`config.mk`:
```
export PLATFORM = sky130hd
export DESIGN_NAME = wb_port_arbiter
export DESIGN_NICKNAME = d
export VERILOG_FILES = /design/src/rtl/wb_port_arbiter.sv
export SDC_FILE = /design/constraint.sdc
export NUM_CORES = 1
export LEC_CHECK = 0
export ABC_CLOCK_PERIOD_IN_PS = 6250
export BUFFER_PORTS_ARGS = -buffer_cell sky130_fd_sc_hd__buf_4
export CAP_MARGIN = 20
export CORE_AREA = 2 2 334 336
export CTS_CLUSTER_DIAMETER = 30
export DETAILED_ROUTE_END_ITERATION = 10
export DIE_AREA = 0 0 336 338
export GPL_TIMING_DRIVEN = 0
export SKIP_CTS_REPAIR_TIMING = 1
export SYNTH_ARGS = -nofsm -noshare
export SYNTH_HDL_FRONTEND = slang
export SYNTH_SLANG_ARGS = --single-unit
```
`constraint.sdc`:
```
create_clock -name clk -period 6.25 [get_ports clk]
set_clock_uncertainty 0.1 [all_clocks]
set_input_delay 1.25 -clock clk [delete_from_list [all_inputs] [get_ports clk]]
set_output_delay 1.25 -clock clk [all_outputs]
set_load 0.02 [all_outputs]
```
`src/rtl/wb_port_arbiter.sv`:
```
// wb_port_arbiter
//   Shares NR_PORTS writeback/bypass ports between NR_REQ functional-unit
//   result sources. Each cycle up to NR_PORTS valid requesters are picked
//   by round-robin starting at rr_ptr. They get a combinational ready and
//   their results appear on registered wb_* ports one cycle later.
//
// Handshake: a requester transfers in a cycle when req_valid_i[r] &&
//   req_ready_o[r]. It must hold valid and its payload stable until it
//   sees ready. Ready depends only on req_valid_i, rr_ptr, rst and flush_i.
//   The writeback side is always ready.
//
// Ports:
//   clk, rst        clock and synchronous active-high reset
//   flush_i         no grants this cycle; wb_valid_o clears next cycle
//   req_valid_i     per-requester valid
//   req_ready_o     per-requester grant (combinational)
//   req_id_i/pc_i/prd_i/rdval_i   per-requester payload
//   wb_valid_o      per-port valid (registered)
//   wb_id_o/pc_o/prd_o/rdval_o    per-port payload (registered)
//   dbg_rr_ptr_o    current round-robin pointer
//   perf_grants_o, perf_conflicts_o
//                   present only when WB_PORT_ARBITER_PERF_EN is defined
module wb_port_arbiter #(
  parameter int NR_REQ   = 4,
  parameter int NR_PORTS = 2,
  parameter int ID_W     = 8,
  parameter int PREG_W   = 6,
  parameter int XLEN     = 64,
  localparam int PTR_W   = (NR_REQ > 1) ? $clog2(NR_REQ) : 1
) (
  input  logic                               clk,
  input  logic                               rst,
  input  logic                               flush_i,
  input  logic [NR_REQ-1:0]                  req_valid_i,
  output logic [NR_REQ-1:0]                  req_ready_o,
  input  logic [NR_REQ-1:0][ID_W-1:0]        req_id_i,
  input  logic [NR_REQ-1:0][XLEN-1:0]        req_pc_i,
  input  logic [NR_REQ-1:0][PREG_W-1:0]      req_prd_i,
  input  logic [NR_REQ-1:0][XLEN-1:0]        req_rdval_i,
  output logic [NR_PORTS-1:0]                wb_valid_o,
  output logic [NR_PORTS-1:0][ID_W-1:0]      wb_id_o,
  output logic [NR_PORTS-1:0][XLEN-1:0]      wb_pc_o,
  output logic [NR_PORTS-1:0][PREG_W-1:0]    wb_prd_o,
  output logic [NR_PORTS-1:0][XLEN-1:0]      wb_rdval_o,
`ifdef WB_PORT_ARBITER_PERF_EN
  output logic [31:0]                        perf_grants_o,
  output logic [31:0]                        perf_conflicts_o,
`endif
  output logic [PTR_W-1:0]                   dbg_rr_ptr_o
);

  logic [PTR_W-1:0]                  r_rr_ptr;
  logic [NR_PORTS-1:0]               r_wb_valid;
  logic [NR_PORTS-1:0][ID_W-1:0]     r_wb_id;
  logic [NR_PORTS-1:0][XLEN-1:0]     r_wb_pc;
  logic [NR_PORTS-1:0][PREG_W-1:0]   r_wb_prd;
  logic [NR_PORTS-1:0][XLEN-1:0]     r_wb_rdval;

  logic [NR_REQ-1:0]                 w_grant;
  logic [NR_PORTS-1:0]               w_port_v;
  logic [NR_PORTS-1:0][PTR_W-1:0]    w_port_sel;
  logic [PTR_W-1:0]                  w_next_ptr;

  // Scan from rr_ptr with explicit modulo wrap; the n-th valid index found
  // goes to port n. The pointer advances past the last granted index.
  always_comb begin : p_select
    int n;
    int idx;
    w_grant    = '0;
    w_port_v   = '0;
    w_port_sel = '0;
    w_next_ptr = r_rr_ptr;
    n          = 0;
    idx        = 0;
    for (int i = 0; i < NR_REQ; i++) begin
      idx = int'(r_rr_ptr) + i;
      if (idx >= NR_REQ) idx = idx - NR_REQ;
      if (req_valid_i[idx] && (n < NR_PORTS)) begin
        w_grant[idx]  = 1'b1;
        w_port_v[n]   = 1'b1;
        w_port_sel[n] = PTR_W'(idx);
        w_next_ptr    = (idx == NR_REQ - 1) ? '0 : PTR_W'(idx + 1);
        n             = n + 1;
      end
    end
    // Reset and flush suppress every grant and freeze the pointer.
    if (rst || flush_i) begin
      w_grant    = '0;
      w_port_v   = '0;
      w_next_ptr = r_rr_ptr;
    end
  end

  always_ff @(posedge clk) begin
    if (rst) begin
      r_rr_ptr   <= '0;
      r_wb_valid <= '0;
      r_wb_id    <= '0;
      r_wb_pc    <= '0;
      r_wb_prd   <= '0;
      r_wb_rdval <= '0;
    end else begin
      r_rr_ptr <= w_next_ptr;
      for (int k = 0; k < NR_PORTS; k++) begin
        r_wb_valid[k] <= w_port_v[k];
        // Ungranted ports keep their old payload; only valid drops.
        if (w_port_v[k]) begin
          r_wb_id[k]    <= req_id_i[w_port_sel[k]];
          r_wb_pc[k]    <= req_pc_i[w_port_sel[k]];
          r_wb_prd[k]   <= req_prd_i[w_port_sel[k]];
          r_wb_rdval[k] <= req_rdval_i[w_port_sel[k]];
        end
      end
    end
  end

`ifdef WB_PORT_ARBITER_PERF_EN
  logic [31:0] r_perf_grants;
  logic [31:0] r_perf_conflicts;

  always_ff @(posedge clk) begin
    if (rst) begin
      r_perf_grants    <= '0;
      r_perf_conflicts <= '0;
    end else if (!flush_i) begin
      r_perf_grants <= r_perf_grants + 32'($countones(w_grant));
      if ($countones(req_valid_i) > NR_PORTS)
        r_perf_conflicts <= r_perf_conflicts + 32'd1;
    end
  end

  assign perf_grants_o    = r_perf_grants;
  assign perf_conflicts_o = r_perf_conflicts;
`endif

  assign req_ready_o  = w_grant;
  assign wb_valid_o   = r_wb_valid;
  assign wb_id_o      = r_wb_id;
  assign wb_pc_o      = r_wb_pc;
  assign wb_prd_o     = r_wb_prd;
  assign wb_rdval_o   = r_wb_rdval;
  assign dbg_rr_ptr_o = r_rr_ptr;

endmodule

```
==> impl_results.md <==
* Status: completed
* Detailed placer's ending HPWL at 117 mm
* Antenna violations before repair at 27
* Core Footprint at 0.110 mm2
* Critical path, cell by cell: buf_6 > clkinvlp_4 > buf_8 > ha_4 > buf_4 > mux4_2 > ha_1 > inv_1 > and2_4 > fa_1 > or3_1 > clkbuf_1 > o211ai_1 > nand2_4 > nand2_4 > buf_6 > clkbuf_2 > o311ai_1
* Full die area at 0.114 mm2
* PortBufs at 865
* Routed WL at 149 mm
* Initial Util at 18.3%
* Crit path max-delay family: buffers and inverters
* Die Width at 336 um
* Post-synthesis cell count at 2406
* Total GRT Usage at 24.8%
* FF-to-FF Start: dbg_rr_ptr_o[0]
* Routability cong. at 0.939
* I/O pins at 867
* Fin crit share at 95.4%
* Placed inst area at 0.0286 mm2
* R2R cell count at 18
* Clk root buf: clkbuf_16
* Worst-path fanout max at 23
* Post-synth EDFFs at 0
* Slowest CP cell: mux4_2
* R2R Path End: wb_pc_o[49]
* Slew Limit Headroom at 21.8%
* Design area at 0.0325 mm2
* Area delta synth->final at 61.9%
* Ys flop type: dfxtp_1
* Syn_nets at 2994
* Iter 0 DRT Violations at 2798
* CP Class: reg2reg
* Critical Path RT at 6680 ps
* PD cells at 641 mW/mm2
* Critical Path AT at 6390 ps
* Max Fclk at 168 MHz
* First-pass iteration count of the detailed router at 8
* Max stage delay on crit path at 600 ps
* Cell variety after synth at 61
* Syn avg cell area at 8.35 um2
* Fin. Hold Viols at 0
* Min-Delay Path Class: reg2reg
* FFs w/ async S/R, synth at 0%
* Leading area contributor after synthesis: dfxtp_1
* Clock sink count at 288
* Core Rows at 122
* # DRC at 0
* Antenna-violating nets left at 0
* Drt wl/cell at 29.9 um
* First-pass GRT wire length at 200 mm
* Time the worst path needs with I/O delays and setup at 5960 ps
* Number of buffers and inverters on the critical path at 8
* Hold Path Depth at 2
* CP Capture Type: register
* Setup Viol. Count Final at 0
* RSZ-0062 raised after global routing: no
* Largest net degree at the start of global routing at 17
* CTS tree: done
* Top-area cell type share of the netlist area at 28.7%
* Hold_ws at 360 ps
* Lkg Pwr at 14.0 nW
* Vias at 27232
* Clk slew on worst S/H paths at 40 ps
* Flop2flop setup slack at 290 ps
* CTS H-tree depth at 3
* Final Slew Violations at 0
* Hold endpoint: wb_pc_o[125]
* Max Cap Violations at 0
* Flop and latch count out of synthesis at 288
* Syn. warnings at 0
* Top cells by count, synth: mux2i_1, dfxtp_1, nand2_1
* Maximum VDD drop at 0.000274 V
* Largest cells by area after synthesis: dfxtp_1, mux2i_1, o221ai_1
* Share of layout cells above drive strength 1 at 35.7%
* NumNets Final at 3978
* CP Depth at 18
* GR Overflow Total at 0
* Die height at 338 um
* Crit path launch type: register
* Register area share after synthesis at 28.7%
* CTS buffer count at 101
* Post-Synthesis Cell Area at 0.0201 mm2
* Worst Hold Launch: wb_pc_o[125]
* Worst-Skew Late Latency at 630 ps
* CTS max path bufs at 3
* Vias/cell at 5.46
* Worst slew pin tran at 1170 ps
* Most frequent cell after synthesis: mux2i_1
* Vias in the first global route at 26261
==> cells by family (layout without fill, tap and decap cells) <==
family	Yosys count	count (layout)	synth area share (%)
and+or+nand+nor	796	796	17.4
AOI/OAI and AO/OA	680	680	28.0
muxes	351	351	18.8
DFF	288	288	28.7
buffers and inverters	278	1345	6.20
adders and majority gates	13	13	0.847
other	0	23	0
==> worst register-to-register path, cell delays in order (launching register included) <==
cell	delay (ps)
dfxtp_4	490
buf_6	220
clkinvlp_4	140
buf_8	230
ha_4	350
buf_4	190
mux4_2	600
ha_1	250
inv_1	110
and2_4	210
fa_1	540
or3_1	410
clkbuf_1	210
o211ai_1	270
nand2_4	330
nand2_4	330
buf_6	320
clkbuf_2	390
o311ai_1	170
==> layout make-up <==
cell class / instances / area, um2
Multi-Input combinational cell: 1840 / 13200
Inverter: 7 / 30.0
Buffer: 266 / 1290
Clock buffer: 138 / 2880
Fill cell: 11777 / 77500
Clock inverter: 48 / 672
Antenna cell: 23 / 57.6
Tap cell: 1488 / 1860
Sequential cell: 288 / 5770
Timing Repair Buffer: 886 / 6730
==> registers in the layout, summed over array words and instances, names as in the netlist <==
name	count
dbg_rr_ptr_o	2
wb_id_o	16
wb_pc_o	128
wb_prd_o	12
wb_rdval_o	128
wb_valid_o	2
==> layer usage <==
metal / routed length [um] / track usage, % / vias to the layer above
met4: 8080 / 12.5 / 0
met5: 0 / 0 / -
li1: - / - / 11537
met1: 57900 / 30.1 / 13223
met3: 17000 / 8.58 / 424
met2: 65900 / 38.7 / 2048
==> placed cells by master, fill, tap and decap left out, types with 23 or more instances in the layout <==
master | Yosys | routed
buf_4 | 30 | 908
mux2i_1 | 324 | 319
dfxtp_1 | 288 | 287
nand2_1 | 279 | 278
nor2_1 | 223 | 221
nor3_1 | 214 | 213
o22ai_1 | 165 | 164
o221ai_1 | 160 | 160
clkbuf_1 | 165 | 145
a2111o_1 | 106 | 106
clkbuf_16 | 0 | 101
o311ai_1 | 81 | 81
buf_2 | 65 | 56
nand3b_1 | 37 | 37
clkinv_2 | 0 | 29
a21oi_1 | 30 | 28
clkbuf_2 | 0 | 26
o311ai_0 | 24 | 24
diode_2 | 0 | 23
o211ai_1 | 23 | 23
==> stage by stage <==
step                      std cells  worst slack (ps)  TNS (ps)  total power [W]  utilization [%]
final                          4984               286         0           0.0208             29.6
after global routing           4974              58.8         0           0.0216             29.5
after CTS                      4955             -3120   -647660           0.0205             29.2
after detailed placement       4769             -3130   -648380           0.0152             26.0
after global placement         4759             -4270   -944890           0.0151             25.8
after floorplan                2406              72.2         0          0.00981                -
==> how the worst max path moves through the flow <==
stage,start,to
6_report,dbg_rr_ptr_o[0],wb_pc_o[49]
5_1_grt,dbg_rr_ptr_o[0],req_ready_o[3]
4_1_cts,dbg_rr_ptr_o[0],wb_pc_o[61]
3_5_place_dp,dbg_rr_ptr_o[0],wb_pc_o[61]
3_3_place_gp,dbg_rr_ptr_o[0],wb_rdval_o[35]
2_1_floorplan,dbg_rr_ptr_o[0],req_ready_o[1]
==> power breakdown <==
group,internal [W],switching (W),leakage [nW]
Sequential,0.00274,0.000584,2.37
Combinational,0.00429,0.00796,9.83
Clock,0.00368,0.00159,1.77
Total,0.0107,0.0101,14.0
No activity file was read; power rests on OpenSTA's default activity.
